$ cat src/rtl/slice_height_engine.sv
// -----------------------------------------------------------------------------
// slice_height_engine
//
// Computes the projected wall-slice height for one screen column of a
// ray-casting renderer:
//   beta  = column*ANG_STEP - (NUM_COLS*ANG_STEP)/2      (signed ray offset)
//   alpha = view_angle + beta  (mod 2^ANGLE_W)           (absolute ray angle)
//   d     = nearer of the asserted horizontal / vertical wall hits
//   dc    = (d * cos|beta|) >> FRAC_W                    (fish-eye corrected)
//   h     = min(PROJ_CONST / dc, 2^HEIGHT_W-1)
// No hit or an out-of-range column gives h = 0; dc = 0 gives the maximum.
//
// Ports
//   clock, resetn       rising-edge clock, synchronous active-low reset
//   start/start_ready   request a column; start_ready is high only in IDLE
//   column_in           screen column, sampled with start
//   view_angle          player heading, sampled with start
//   cos_addr/cos_data   external cosine LUT; cos_addr = |beta|, data sampled
//                       at the end of COS (Q1.FRAC_W unsigned)
//   ray_req/ray_ack     wall-intersection request; ray_angle = alpha
//   hit_h/hit_v         wall found on horizontal / vertical grid
//   dist_h/dist_v       raw distances, captured with ray_ack
//   out_valid/out_ready result handshake; slice_height holds the result
//   state_dbg           current FSM state encoding
//   side                (SLICE_SIDE_EN only) 0 = horizontal, 1 = vertical hit
//
// Configuration macro: SLICE_SIDE_EN adds the side output and its register.
//
// Handshakes: every req/valid output stays asserted with its payload stable
// until the matching ack/ready is sampled high on a rising clock edge; the
// transfer happens on that edge and the output drops in the following cycle.
// start is only honoured while start_ready is high.
// -----------------------------------------------------------------------------
module slice_height_engine #(
  parameter int ANGLE_W    = 10,
  parameter int COL_W      = 8,
  parameter int NUM_COLS   = 160,
  parameter int ANG_STEP   = 1,
  parameter int DIST_W     = 13,
  parameter int FRAC_W     = 9,
  parameter int HEIGHT_W   = 7,
  parameter int PROJ_CONST = 8896,
  parameter int PROJ_W     = 14
) (
  input  logic                clock,
  input  logic                resetn,
  input  logic                start,
  output logic                start_ready,
  input  logic [COL_W-1:0]    column_in,
  input  logic [ANGLE_W-1:0]  view_angle,
  output logic [ANGLE_W-2:0]  cos_addr,
  input  logic [FRAC_W:0]     cos_data,
  output logic                ray_req,
  output logic [ANGLE_W-1:0]  ray_angle,
  input  logic                ray_ack,
  input  logic                hit_h,
  input  logic                hit_v,
  input  logic [DIST_W-1:0]   dist_h,
  input  logic [DIST_W-1:0]   dist_v,
  output logic                out_valid,
  input  logic                out_ready,
  output logic [HEIGHT_W-1:0] slice_height,
  output logic [2:0]          state_dbg
`ifdef SLICE_SIDE_EN
  ,
  output logic                side
`endif
);

  localparam int HALF_SPAN = (NUM_COLS * ANG_STEP) / 2;
  localparam int CNT_W     = (PROJ_W > 1) ? $clog2(PROJ_W) : 1;
  localparam int PROD_W    = DIST_W + FRAC_W + 1;

  localparam logic [COL_W:0]        NUM_COLS_L = (COL_W + 1)'(NUM_COLS);
  localparam logic [PROJ_W-1:0]     PROJ_L     = PROJ_W'(PROJ_CONST);
  localparam logic [PROJ_W-1:0]     H_MAX_Q    = PROJ_W'((2 ** HEIGHT_W) - 1);
  localparam logic [CNT_W-1:0]      CNT_LAST   = CNT_W'(PROJ_W - 1);

  typedef enum logic [2:0] {
    S_IDLE    = 3'd0,
    S_ANGLE   = 3'd1,
    S_COS     = 3'd2,
    S_RAY     = 3'd3,
    S_SELECT  = 3'd4,
    S_CORRECT = 3'd5,
    S_DIVIDE  = 3'd6,
    S_OUT     = 3'd7
  } state_t;

  state_t state, state_next;

  // Latched request
  logic [COL_W-1:0]   col_q;
  logic [ANGLE_W-1:0] view_q;

  // Angle stage
  logic [ANGLE_W-1:0] beta_q;
  logic [ANGLE_W-1:0] alpha_q;

  // Cosine and ray results
  logic [FRAC_W:0]    cos_q;
  logic               hit_h_q;
  logic               hit_v_q;
  logic [DIST_W-1:0]  dist_h_q;
  logic [DIST_W-1:0]  dist_v_q;

  // Selected and corrected distance
  logic [DIST_W-1:0]  d_q;
  logic [DIST_W-1:0]  dc_q;

  // Restoring divider
  logic [DIST_W:0]    rem_q;
  logic [PROJ_W-1:0]  dvd_q;
  logic [PROJ_W-1:0]  quo_q;
  logic [CNT_W-1:0]   cnt_q;

  logic [HEIGHT_W-1:0] height_q;

  // ---------------------------------------------------------------------------
  // Combinational datapath
  // ---------------------------------------------------------------------------
  logic signed [31:0]  beta_wide;
  logic [ANGLE_W-1:0]  beta_n;
  logic [ANGLE_W-1:0]  beta_abs;
  logic                col_oor;
  logic                any_hit;
  logic                pick_v;
  logic [DIST_W-1:0]   d_sel;
  logic [PROD_W-1:0]   prod;
  logic [DIST_W-1:0]   dc_n;
  logic [DIST_W:0]     rem_shift;
  logic                rem_ge;
  logic [DIST_W:0]     rem_n;
  logic [PROJ_W-1:0]   quo_n;
  logic [HEIGHT_W-1:0] quo_sat;
  logic                div_last;

  assign beta_wide = $signed(32'(col_q)) * ANG_STEP - HALF_SPAN;
  assign beta_n    = beta_wide[ANGLE_W-1:0];
  assign col_oor   = ({1'b0, col_q} >= NUM_COLS_L);

  // |beta| from the registered two's-complement value, so cos_addr is held
  // for as long as beta_q is.
  assign beta_abs  = beta_q[ANGLE_W-1] ? (~beta_q + 1'b1) : beta_q;

  // Both hits: vertical wins only when strictly nearer.
  assign any_hit = hit_h_q | hit_v_q;
  assign pick_v  = hit_v_q & (~hit_h_q | (dist_v_q < dist_h_q));
  assign d_sel   = pick_v ? dist_v_q : dist_h_q;

  assign prod = PROD_W'(d_q) * PROD_W'(cos_q);
  assign dc_n = prod[FRAC_W +: DIST_W];

  // Partial remainder stays below dc_q (< 2^DIST_W), so its top bit can be
  // dropped before shifting in the next dividend bit.
  assign rem_shift = {rem_q[DIST_W-1:0], dvd_q[PROJ_W-1]};
  assign rem_ge    = (rem_shift >= {1'b0, dc_q});
  assign rem_n     = rem_ge ? (rem_shift - {1'b0, dc_q}) : rem_shift;
  assign quo_n     = {quo_q[PROJ_W-2:0], rem_ge};
  assign quo_sat   = (quo_n > H_MAX_Q) ? {HEIGHT_W{1'b1}} : quo_n[HEIGHT_W-1:0];
  assign div_last  = (cnt_q == CNT_LAST);

  // ---------------------------------------------------------------------------
  // FSM
  // ---------------------------------------------------------------------------
  always_ff @(posedge clock) begin
    if (!resetn) state <= S_IDLE;
    else         state <= state_next;
  end

  always_comb begin
    state_next = state;
    case (state)
      S_IDLE:    if (start) state_next = S_ANGLE;
      S_ANGLE:   state_next = col_oor ? S_OUT : S_COS;
      S_COS:     state_next = S_RAY;
      S_RAY:     if (ray_ack) state_next = S_SELECT;
      S_SELECT:  state_next = any_hit ? S_CORRECT : S_OUT;
      S_CORRECT: state_next = (dc_n == '0) ? S_OUT : S_DIVIDE;
      S_DIVIDE:  if (div_last) state_next = S_OUT;
      S_OUT:     if (out_ready) state_next = S_IDLE;
      default:   state_next = S_IDLE;
    endcase
  end

  // ---------------------------------------------------------------------------
  // Datapath registers
  // ---------------------------------------------------------------------------
  always_ff @(posedge clock) begin
    if (!resetn) begin
      col_q    <= '0;
      view_q   <= '0;
      beta_q   <= '0;
      alpha_q  <= '0;
      cos_q    <= '0;
      hit_h_q  <= 1'b0;
      hit_v_q  <= 1'b0;
      dist_h_q <= '0;
      dist_v_q <= '0;
      d_q      <= '0;
      dc_q     <= '0;
      rem_q    <= '0;
      dvd_q    <= '0;
      quo_q    <= '0;
      cnt_q    <= '0;
      height_q <= '0;
    end else begin
      case (state)
        S_IDLE: begin
          if (start) begin
            col_q  <= column_in;
            view_q <= view_angle;
          end
        end
        S_ANGLE: begin
          beta_q  <= beta_n;
          alpha_q <= view_q + beta_n;
          if (col_oor) height_q <= '0;
        end
        S_COS: begin
          cos_q <= cos_data;
        end
        S_RAY: begin
          if (ray_ack) begin
            hit_h_q  <= hit_h;
            hit_v_q  <= hit_v;
            dist_h_q <= dist_h;
            dist_v_q <= dist_v;
          end
        end
        S_SELECT: begin
          d_q <= d_sel;
          if (!any_hit) height_q <= '0;
        end
        S_CORRECT: begin
          dc_q  <= dc_n;
          rem_q <= '0;
          dvd_q <= PROJ_L;
          quo_q <= '0;
          cnt_q <= '0;
          if (dc_n == '0) height_q <= {HEIGHT_W{1'b1}};
        end
        S_DIVIDE: begin
          rem_q <= rem_n;
          dvd_q <= {dvd_q[PROJ_W-2:0], 1'b0};
          quo_q <= quo_n;
          cnt_q <= cnt_q + 1'b1;
          if (div_last) height_q <= quo_sat;
        end
        default: ;
      endcase
    end
  end

`ifdef SLICE_SIDE_EN
  logic side_q;

  // Side follows the selected axis; no hit and out-of-range columns give 0.
  always_ff @(posedge clock) begin
    if (!resetn) begin
      side_q <= 1'b0;
    end else if (state == S_ANGLE && col_oor) begin
      side_q <= 1'b0;
    end else if (state == S_SELECT) begin
      side_q <= any_hit & pick_v;
    end
  end

  assign side = side_q;
`endif

  // ---------------------------------------------------------------------------
  // Outputs
  // ---------------------------------------------------------------------------
  assign start_ready  = (state == S_IDLE);
  assign ray_req      = (state == S_RAY);
  assign out_valid    = (state == S_OUT);
  assign ray_angle    = alpha_q;
  assign cos_addr     = beta_abs[ANGLE_W-2:0];
  assign slice_height = height_q;
  assign state_dbg    = state;

endmodule

$ cat config.mk
export PLATFORM = sky130hd
export DESIGN_NAME = slice_height_engine
export DESIGN_NICKNAME = d
export VERILOG_FILES = /design/src/rtl/slice_height_engine.sv
export SDC_FILE = /design/constraint.sdc
export NUM_CORES = 1
export LEC_CHECK = 0
export ABC_AREA = 1
export CAP_MARGIN = 20
export CORE_ASPECT_RATIO = 1.2
export CORE_MARGIN = 2
export CORE_UTILIZATION = 55
export CTS_BUF_LIST = sky130_fd_sc_hd__clkbuf_2 sky130_fd_sc_hd__clkbuf_4 sky130_fd_sc_hd__clkbuf_8
export DETAILED_ROUTE_END_ITERATION = 7
export PLACE_DENSITY = 0.75
export SLEW_MARGIN = 25
export SYNTH_ARGS = -nofsm -noshare
export SYNTH_HDL_FRONTEND = slang
export SYNTH_SLANG_ARGS = --single-unit
$ cat constraint.sdc
create_clock -name clock -period 6.54 [get_ports clock]
set_clock_uncertainty 0.2 [all_clocks]
set_input_delay 0.981 -clock clock [delete_from_list [all_inputs] [get_ports clock]]
set_output_delay 0.981 -clock clock [all_outputs]
set_load 0.02 [all_outputs]
==> Word level (Yosys, flattened, before mapping) <==
Index checks and enable logic that the tools add are counted.
{ "op_classes": {"addsub": 5, "n_mul": 1, "magnitude_cmp": 4, "eq_ne": 15, "n_mux": 21, "bitwise": 5, "reduce_logical": 8} }
{ "ops": {"columns": ["operator", "n"], "rows": [
  ["case mux 13 bit (2 select lines)", 2],
  ["two-way mux 7 bit", 5],
  ["case mux 14 bit (2 select lines)", 1],
  ["case mux 7 bit (4 select lines)", 1],
  ["two-way mux 13 bit", 2],
  ["case mux 3 bit (8 select lines)", 1],
  ["multiplier 13 x 10 -> 22 bit", 1],
  ["two-way mux 3 bit", 5],
  ["greater-or-equal comparator 14 x 13 -> 1 bit", 1],
  ["greater-than comparator 14 x 7 -> 1 bit, second input constant", 1],
  ["zero test 13 bit", 1],
  ["less-than comparator 13 bit", 1],
  ["subtractor 13 bit", 1],
  ["equality test 3 bit, second input constant", 4],
  ["adder 10 bit", 1],
  ["!= test 2 bit, second input constant", 5],
  ["adder 9 x 1 -> 9 bit, second input constant", 1],
  ["two-way mux 9 bit", 1],
  ["inverter 9 bit", 1],
  ["subtractor 8 x 7 -> 9 bit, second input constant", 1],
  ["greater-or-equal comparator 8 bit, second input constant", 1],
  ["case mux 4 bit (2 select lines)", 1],
  ["equality test 3 x 2 -> 1 bit, second input constant", 2],
  ["AND reduction 5 bit", 1],
  ["14 further kinds", 17]
]} }
{ "word_totals": {"reg_bits": 155, "inputBits": 61, "output_inout_bits": 32, "wordCells": 76} }

==> Logic depth before layout (Yosys ltp) <==
{ "depth": {"word_depth": 5, "depth_mapped": 30, "depth_no_buf": 29} }

==> Least setup slack after synthesis <==
OpenSTA, ideal clock, no wires.
{ "synth_path": {"kind": "reg2reg", "start": "reg cos_q[3]", "end": "reg height_q[2] (netlist: slice_height[2])", "setup_ns": 0.115, "arrival_time_ns": 5.033, "t_required_ns": 6.225, "setup_slack_ns": 1.192, "path_stages_with_launch": 29, "path_buffers": 2, "synth_period_minus_slack_ns": 5.348, "cell_sequence": "dfxtp_1 > clkbuf_1 > nand2_1 > fa_1 > inv_1 > fa_1 > inv_1 > fa_1 > inv_1 > fa_1 > fa_1 > ha_1 > nand2_1 > inv_1 > a21oi_1 > nor2_1 > nor2_1 > nand2_1 > nand2_1 > nand2_1 > nor2_1 > nand2_1 > nor2_2 > nand3_2 > nand2_2 > buf_6 > nand3_1 > nand2_1 > nor2_1"} }
{ "synth_between": {"elab_chain_len": 4} }
{ "synth_rtl": {"columns": ["item", "line", "rtl"], "rows": [
  ["start, declared", "101", "logic [FRAC_W:0] cos_q;"],
  ["start signal, assigned", "221", "cos_q <= cos_data;"],
  ["multiplier 13 x 10 -> 22 bit", "151", "assign prod = PROD_W'(d_q) * PROD_W'(cos_q);"],
  ["zero test 13 bit", "241", "if (dc_n == '0) height_q <= {HEIGHT_W{1'b1}};"],
  ["!= test 2 bit (no source line)", null, null],
  ["AND reduction 5 bit (no source line)", null, null],
  ["end signal, assigned", "241", null],
  ["end signal, assigned", "248", "if (div_last) height_q <= quo_sat;"],
  ["end, declared", "117", "logic [HEIGHT_W-1:0] height_q;"]
]} }
No other way between the ends.
A chain may end at the register's enable or synchronous reset.

==> Worst setup path after layout <==
{ "layout_path": {"start": "reg cos_q[3]", "end": "reg height_q[1] (netlist: slice_height[1])"} }
The elaborated chain is that of the path after synthesis.

==> flow_summary.toml <==
[outcome]
outcome = "finished, final reports clean"

[sta]
slew_headroom = 0.497
min_period_ns = 6.02
drv_slew = 0
hold_viol = 0
finalCritPeriodShare = 0.921
worst_pin_slew_ns = 0.752
setup_viol = 0
rsz0062_at_grt = "no"
fmax_mhz = 166
fin_setup_tns_ns = 0

[power]
p_sw_mw = 1.38
switching_share = 0.419
ir_worst_vdd_v = 0.000238
pwr-share-clk = 0.231
power_mw = 3.28
power_density_mw_per_mm2 = 253
pwr-share-comb = 0.386
seqPwrFrac = 0.383
p_int_mw = 1.91
leakage_nw = 6.56

[worst_setup_path]
critical_path_peak_fanout = 14
ff2ff_setup_slack_ns = 0.52
reg2reg_depth = 27
cp_slowest_cell = "dfxtp_1"
cp.required_ns = 6.75
critPathLaunchType = "register"
cp.arrival_ns = 6.23
crit_top_cell = "nand2_1"
slowest_delay_ns = 0.67
worst_setup_path_end_kind = "register"
rr_endpoint = "slice_height[1]"
criticalPathCategory = "reg2reg"
reg2reg_from = "cos_q[3]"

[worst_hold_path]
hold_end = "beta_q[4]"
hold_depth = 1
worstHoldPathType = "reg2reg"
min_from = "col_q[4]"

[yosys]
seq_area_frac_synth = 0.258
synthCells = 1596
synth_nets = 1835
netlist_area_sq_mm = 0.0116
synth_cell_types = 43
yosys_register_bits = 149
syn_area_per_cell_sq_um = 7.24
yosys_warnings = 0

[route]
drt-met1-wl_microns = 12200
viasPerCell = 5.31
route.met3.wl_microns = 1220
dr.max_layer_used = "met5"
first_pass_iters = 5
wl_met2_microns = 13800
wl_per_cell_microns = 14.5
drc_errors = 0
drt_iter0_drc = 539
num_vias = 10230
ant_nets = 0
routed_wl_microns = 27900

[cells_and_area]
final_common_cell = "nand2_1"
fin_util = 0.623
final_cell_mix = "359 x nand2_1, 269 x inv_1, 182 x a21oi_1, 149 x dfxtp_1, 111 x o21ai_0"
n_antenna_cell = 0
syn_to_final_growth_pct = 12.3
fin_nets = 1881
drive_above_1_share = 0.0429

[floorplanning]
std_cell_rows = 58
die_h_microns = 163
io-pin-count = 93
core_area_sq_mm = 0.0208
dieArea_sq_mm = 0.0222
initial_utilization = 0.555
die_w_microns = 136

[global_route]
grt_pass1_vias = 10081
track_usage = 0.268
antenna_found_initial = 1
grt_max_degree = 70
overflow = 0
grt_pass1_wl_microns = 48000

[placed_design]
dp_hpwl_microns = 21100
gp_congestion = 0.895
io_buffers = 92

[cts]
max-clock-path-buffers = 2
cts.htree.levels = 4
cts.sinks = 149
cts_buffers = 17
cts_root_buf = "clkbuf_8"
clkLatencyLatePin_ns = 0.48
cts_hold_buf = 0
cts_tree = "yes"
post-cts-setup-buffer-count = 0
path_clk_slew_ns = 0.10
post_cts_resize_count = 0

[run]
cap_violations = 0
-- cell type report --
cell class                 count  area, sq um
clock inverter                14          164
sequential                   149         2980
clock buffer                  18          248
tap                          270          338
fill                        1882         7850
inverter                     274         1030
timing repair buffer          99          968
multi-input combinational   1101         7250
-- registers in the layout, summed over array words and instances (netlist names), 8 cells and up --
signal	cells
beta_q	9
col_q	8
cos_q	10
d_q	13
dc_q	13
dist_h_q	13
dist_v_q	13
dvd_q	8
quo_q	13
ray_angle	10
rem_q	13
view_q	10
-- power groups by stage --
stage / logic [mW] / registers [mW] / clock network (mW)
after floorplan: 0.858 / 1.24 / 0
after global placement: 1.24 / 1.27 / 0
after detailed placement: 1.26 / 1.27 / 0
after CTS: 1.27 / 1.25 / 0.770
after global routing: 1.42 / 1.28 / 0.811
final: 1.27 / 1.26 / 0.758
-- kinds of logic after synthesis --
kind of cell / synth area share
adders and majority gates: 0.249
and+or+nand+nor: 0.199
buffers and inverters: 0.115
DFF: 0.258
xor gates and xnor gates: 0.0271
AOI/OAI and AO/OA: 0.152
-- synthesized netlist by cell type (all sizes together) --
master,instances,area share
nor2,98,0.033
o31ai,4,0.0026
nand4,5,0.0027
o2111ai,2,0.0015
dfxtp,149,0.26
o211ai,11,0.0071
nand2,369,0.12
xnor2,11,0.0083
nand3,65,0.031
buf,10,0.0061
a21o,3,0.0019
xor2,23,0.019
a221oi,1,0.00076
o22ai,1,0.00054
o21ai,112,0.048
a211oi,1,0.00065
fa,86,0.15
a211o,1,0.00076
nand3b,1,0.00065
ha,92,0.10
nor4,3,0.0016
nor3,14,0.0065
a21oi,182,0.079
o221a,1,0.00097
o21bai,7,0.0045
or2,2,0.0011
clkbuf,62,0.020
a31oi,4,0.0022
o21a,2,0.0013
inv,271,0.088
clkinv,3,0.00097
-- routing by layer --
metal	global-route usage	up-vias
li1	-	5127
met4	0.0824	2
met2	0.464	235
met5	0	-
met3	0.0486	49
met1	0.339	4817
-- stage by stage --
step	std cells	cell area (sq um)	setup WS, ns	hold slack [ns]
after global placement	1893	12600	0.645	0.245
final	1925	13000	0.519	0.263
after CTS	1925	13000	0.548	0.263
after floorplan	1596	11600	1.19	0.222
after detailed placement	1893	12600	0.583	0.251
after global routing	1925	13000	0.117	0.280
-- how the worst max path moves through the flow --
stage | depth (start not counted) | slack [ns] | from | end
3_3_place_gp | 27 | 0.64 | cos_q[3] | slice_height[3]
4_1_cts | 27 | 0.55 | cos_q[1] | slice_height[1]
2_1_floorplan | 28 | 1.19 | cos_q[3] | slice_height[2]
6_report | 27 | 0.52 | cos_q[3] | slice_height[1]
3_5_place_dp | 27 | 0.58 | cos_q[1] | slice_height[1]
5_1_grt | 27 | 0.12 | cos_q[3] | slice_height[3]
-- worst max-delay path, delay by kind of cell, from the launching register on --
kind | cells | cell delay, ns
compound gates | 1 | 0.27
flops | 1 | 0.67
fa+ha+maj | 6 | 2.90
buf+inv | 4 | 0.22
simple gates | 16 | 1.69
Note: power is estimated with default switching activity, not from simulation.
==> patch (config.mk and constraints unchanged) <==
The option `SLICE_SIDE_EN` is turned on by a define.
--- a/src/rtl/slice_height_engine.sv
+++ b/src/rtl/slice_height_engine.sv
@@ -31,6 +31,8 @@
 // transfer happens on that edge and the output drops in the following cycle.
 // start is only honoured while start_ready is high.
 // -----------------------------------------------------------------------------
+`define SLICE_SIDE_EN
+
 module slice_height_engine #(
   parameter int ANGLE_W    = 10,
   parameter int COL_W      = 8,
Function (old outputs only; new: side): kept (equiv_simple and equiv_induct, registers matched by name and starting in step).
==> patch against the original RTL <==
Sequential cell count is 1 higher. Worst hold slack hardly changed. Area after synthesis is 1.7% higher. Total power is 7.9% higher. Cell area is 1.7% higher. Sequential share of layout area is 0.23 points lower. Clock power is 2% higher. Routed wire length is 2.9% higher. Setup slack better by 0.26 ns. Combinational power is 14% higher. Largest cell class unchanged. Highest routed layer is now met4.
==> patch: results (changes against the original RTL) <==
[outcome]
status = completed

[logic_synthesis]
syn_avg_cell_area_um2 = 7.13  ; -1.5%
synthTopCellsByCount = nand2_1 (412), inv_1 (291), dfxtp_1 (150)
synth_cell_types = 44  ; +2.3%
synthTopCellsByArea = dfxtp_1 (26%), fa_1 (15%), nand2_1 (13%)
yosysSeqAreaShare_pct = 25.5  ; -0.26 points

[critical_path]
critPathArrivalTime_ns = 5.96  ; -0.27 ns
cpPeakStageDelay_ns = 0.65  ; -0.02 ns
r2r-end = slice_height[4]$_SDFFE_PN0P_

[cells_and_area]
fin_nets = 1934  ; +2.8%
final_layout_size_suffix_gt1_share_pct = 4.68  ; +0.39 points
instances_no_fill = 1978  ; +2.8%

[clock_network]
clk_pin_slew_ns = 0.10  ; about the same
cts.path.max_buffers = 2  ; unchanged

[power]
p_leak_nw = 6.85  ; +4.3%
vdd_ir_drop_max_mv = 0.256  ; +7.9%

[global_route]
grt_max_degree = 90  ; +29%
grt_first_pass_wirelength_um = 48900  ; +1.7%
antenna_found_initial = 0  ; -1
grt_usage_pct = 27.2  ; +0.37 points

[place]
pre_cts_ws_ns = 0.838  ; +0.255 ns
port_buffers = 93  ; +1.1%
hpwl_um = 21500  ; +1.6%
place_congestion = 0.924  ; +3.3%

[drt]
drt-initial-drc-count = 588  ; +9.1%
wl_per_cell_um = 14.5  ; +0.18%
num_vias = 10400  ; +1.9%
detail_route.first_pass.iterations = 7  ; +2

[sta]
layout_setup_ws_ns = 0.778  ; +0.259 ns
slew_headroom_pct = 28.7  ; -21 points

## patch: worst max-delay path: cells and delay by family, from the launching register on
family | cells | cell delay (ns)
DFF | 1 | 0.65
and+or+nand+nor | 15 | 1.32
AOI/OAI and AO/OA | 1 | 0.25
buffers and inverters | 5 | 0.28
adders and majority gates | 6 | 2.98
## patch: worst min path at each step
stage                            from                endpoint  slack [ns]  depth (start not counted)
5_1_grt        dvd_q[12]$_SDFFE_PN0P_  dvd_q[12]$_SDFFE_PN0P_        0.28                          2
6_report       dvd_q[12]$_SDFFE_PN0P_  dvd_q[12]$_SDFFE_PN0P_        0.26                          2
2_1_floorplan   col_q[4]$_SDFFE_PN0P_  beta_q[4]$_SDFFE_PN0P_        0.22                          1
3_3_place_gp   dvd_q[12]$_SDFFE_PN0P_  dvd_q[12]$_SDFFE_PN0P_        0.25                          2
3_5_place_dp   dvd_q[11]$_SDFFE_PN0P_  dvd_q[11]$_SDFFE_PN0P_        0.25                          2
4_1_cts        dvd_q[12]$_SDFFE_PN0P_  dvd_q[12]$_SDFFE_PN0P_        0.27                          2
## patch: final cells by class
type,count,area (um^2)
repair buffers,99,971
well taps,270,338
clock buffers,17,234
inverters,300,1130
fillers,1961,7770
multi-input cells,1127,7340
flip-flops and latches,150,3000
clock inverters,15,180
## patch: stage by stage
stage	area (um^2)	power, mW	hold slack (ns)
after global placement	12800	2.74	0.246
after global routing	13200	3.80	0.282
after CTS	13200	3.55	0.266
after floorplan	11800	2.27	0.222
final	13200	3.54	0.263
after detailed placement	12800	2.77	0.252
## patch: metal layers
layer	part of all wire, %	routed length, um	up-vias	GRT usage (%)
li1	-	-	5269	-
met1	44	12600	4882	33.8
met2	50	14300	224	47.6
met3	4.2	1220	45	4.91
met4	2.0	575	0	8.39
met5	0	0	-	0
## patch: cells by family after synthesis
group | after synthesis | synth area share (%)
buf+inv | 371 | 12.0
simple gates | 616 | 21.8
fa+ha+maj | 178 | 24.4
compound gates | 307 | 14.2
xor+xnor | 26 | 1.94
flops | 150 | 25.5
## patch: report_power, final
part	total [mW]	internal, mW	switching (mW)
Sequential	1.32	1.08	0.237
Clock	0.775	0.356	0.419
Combinational	1.45	0.589	0.864
Total	3.54	2.02	1.52
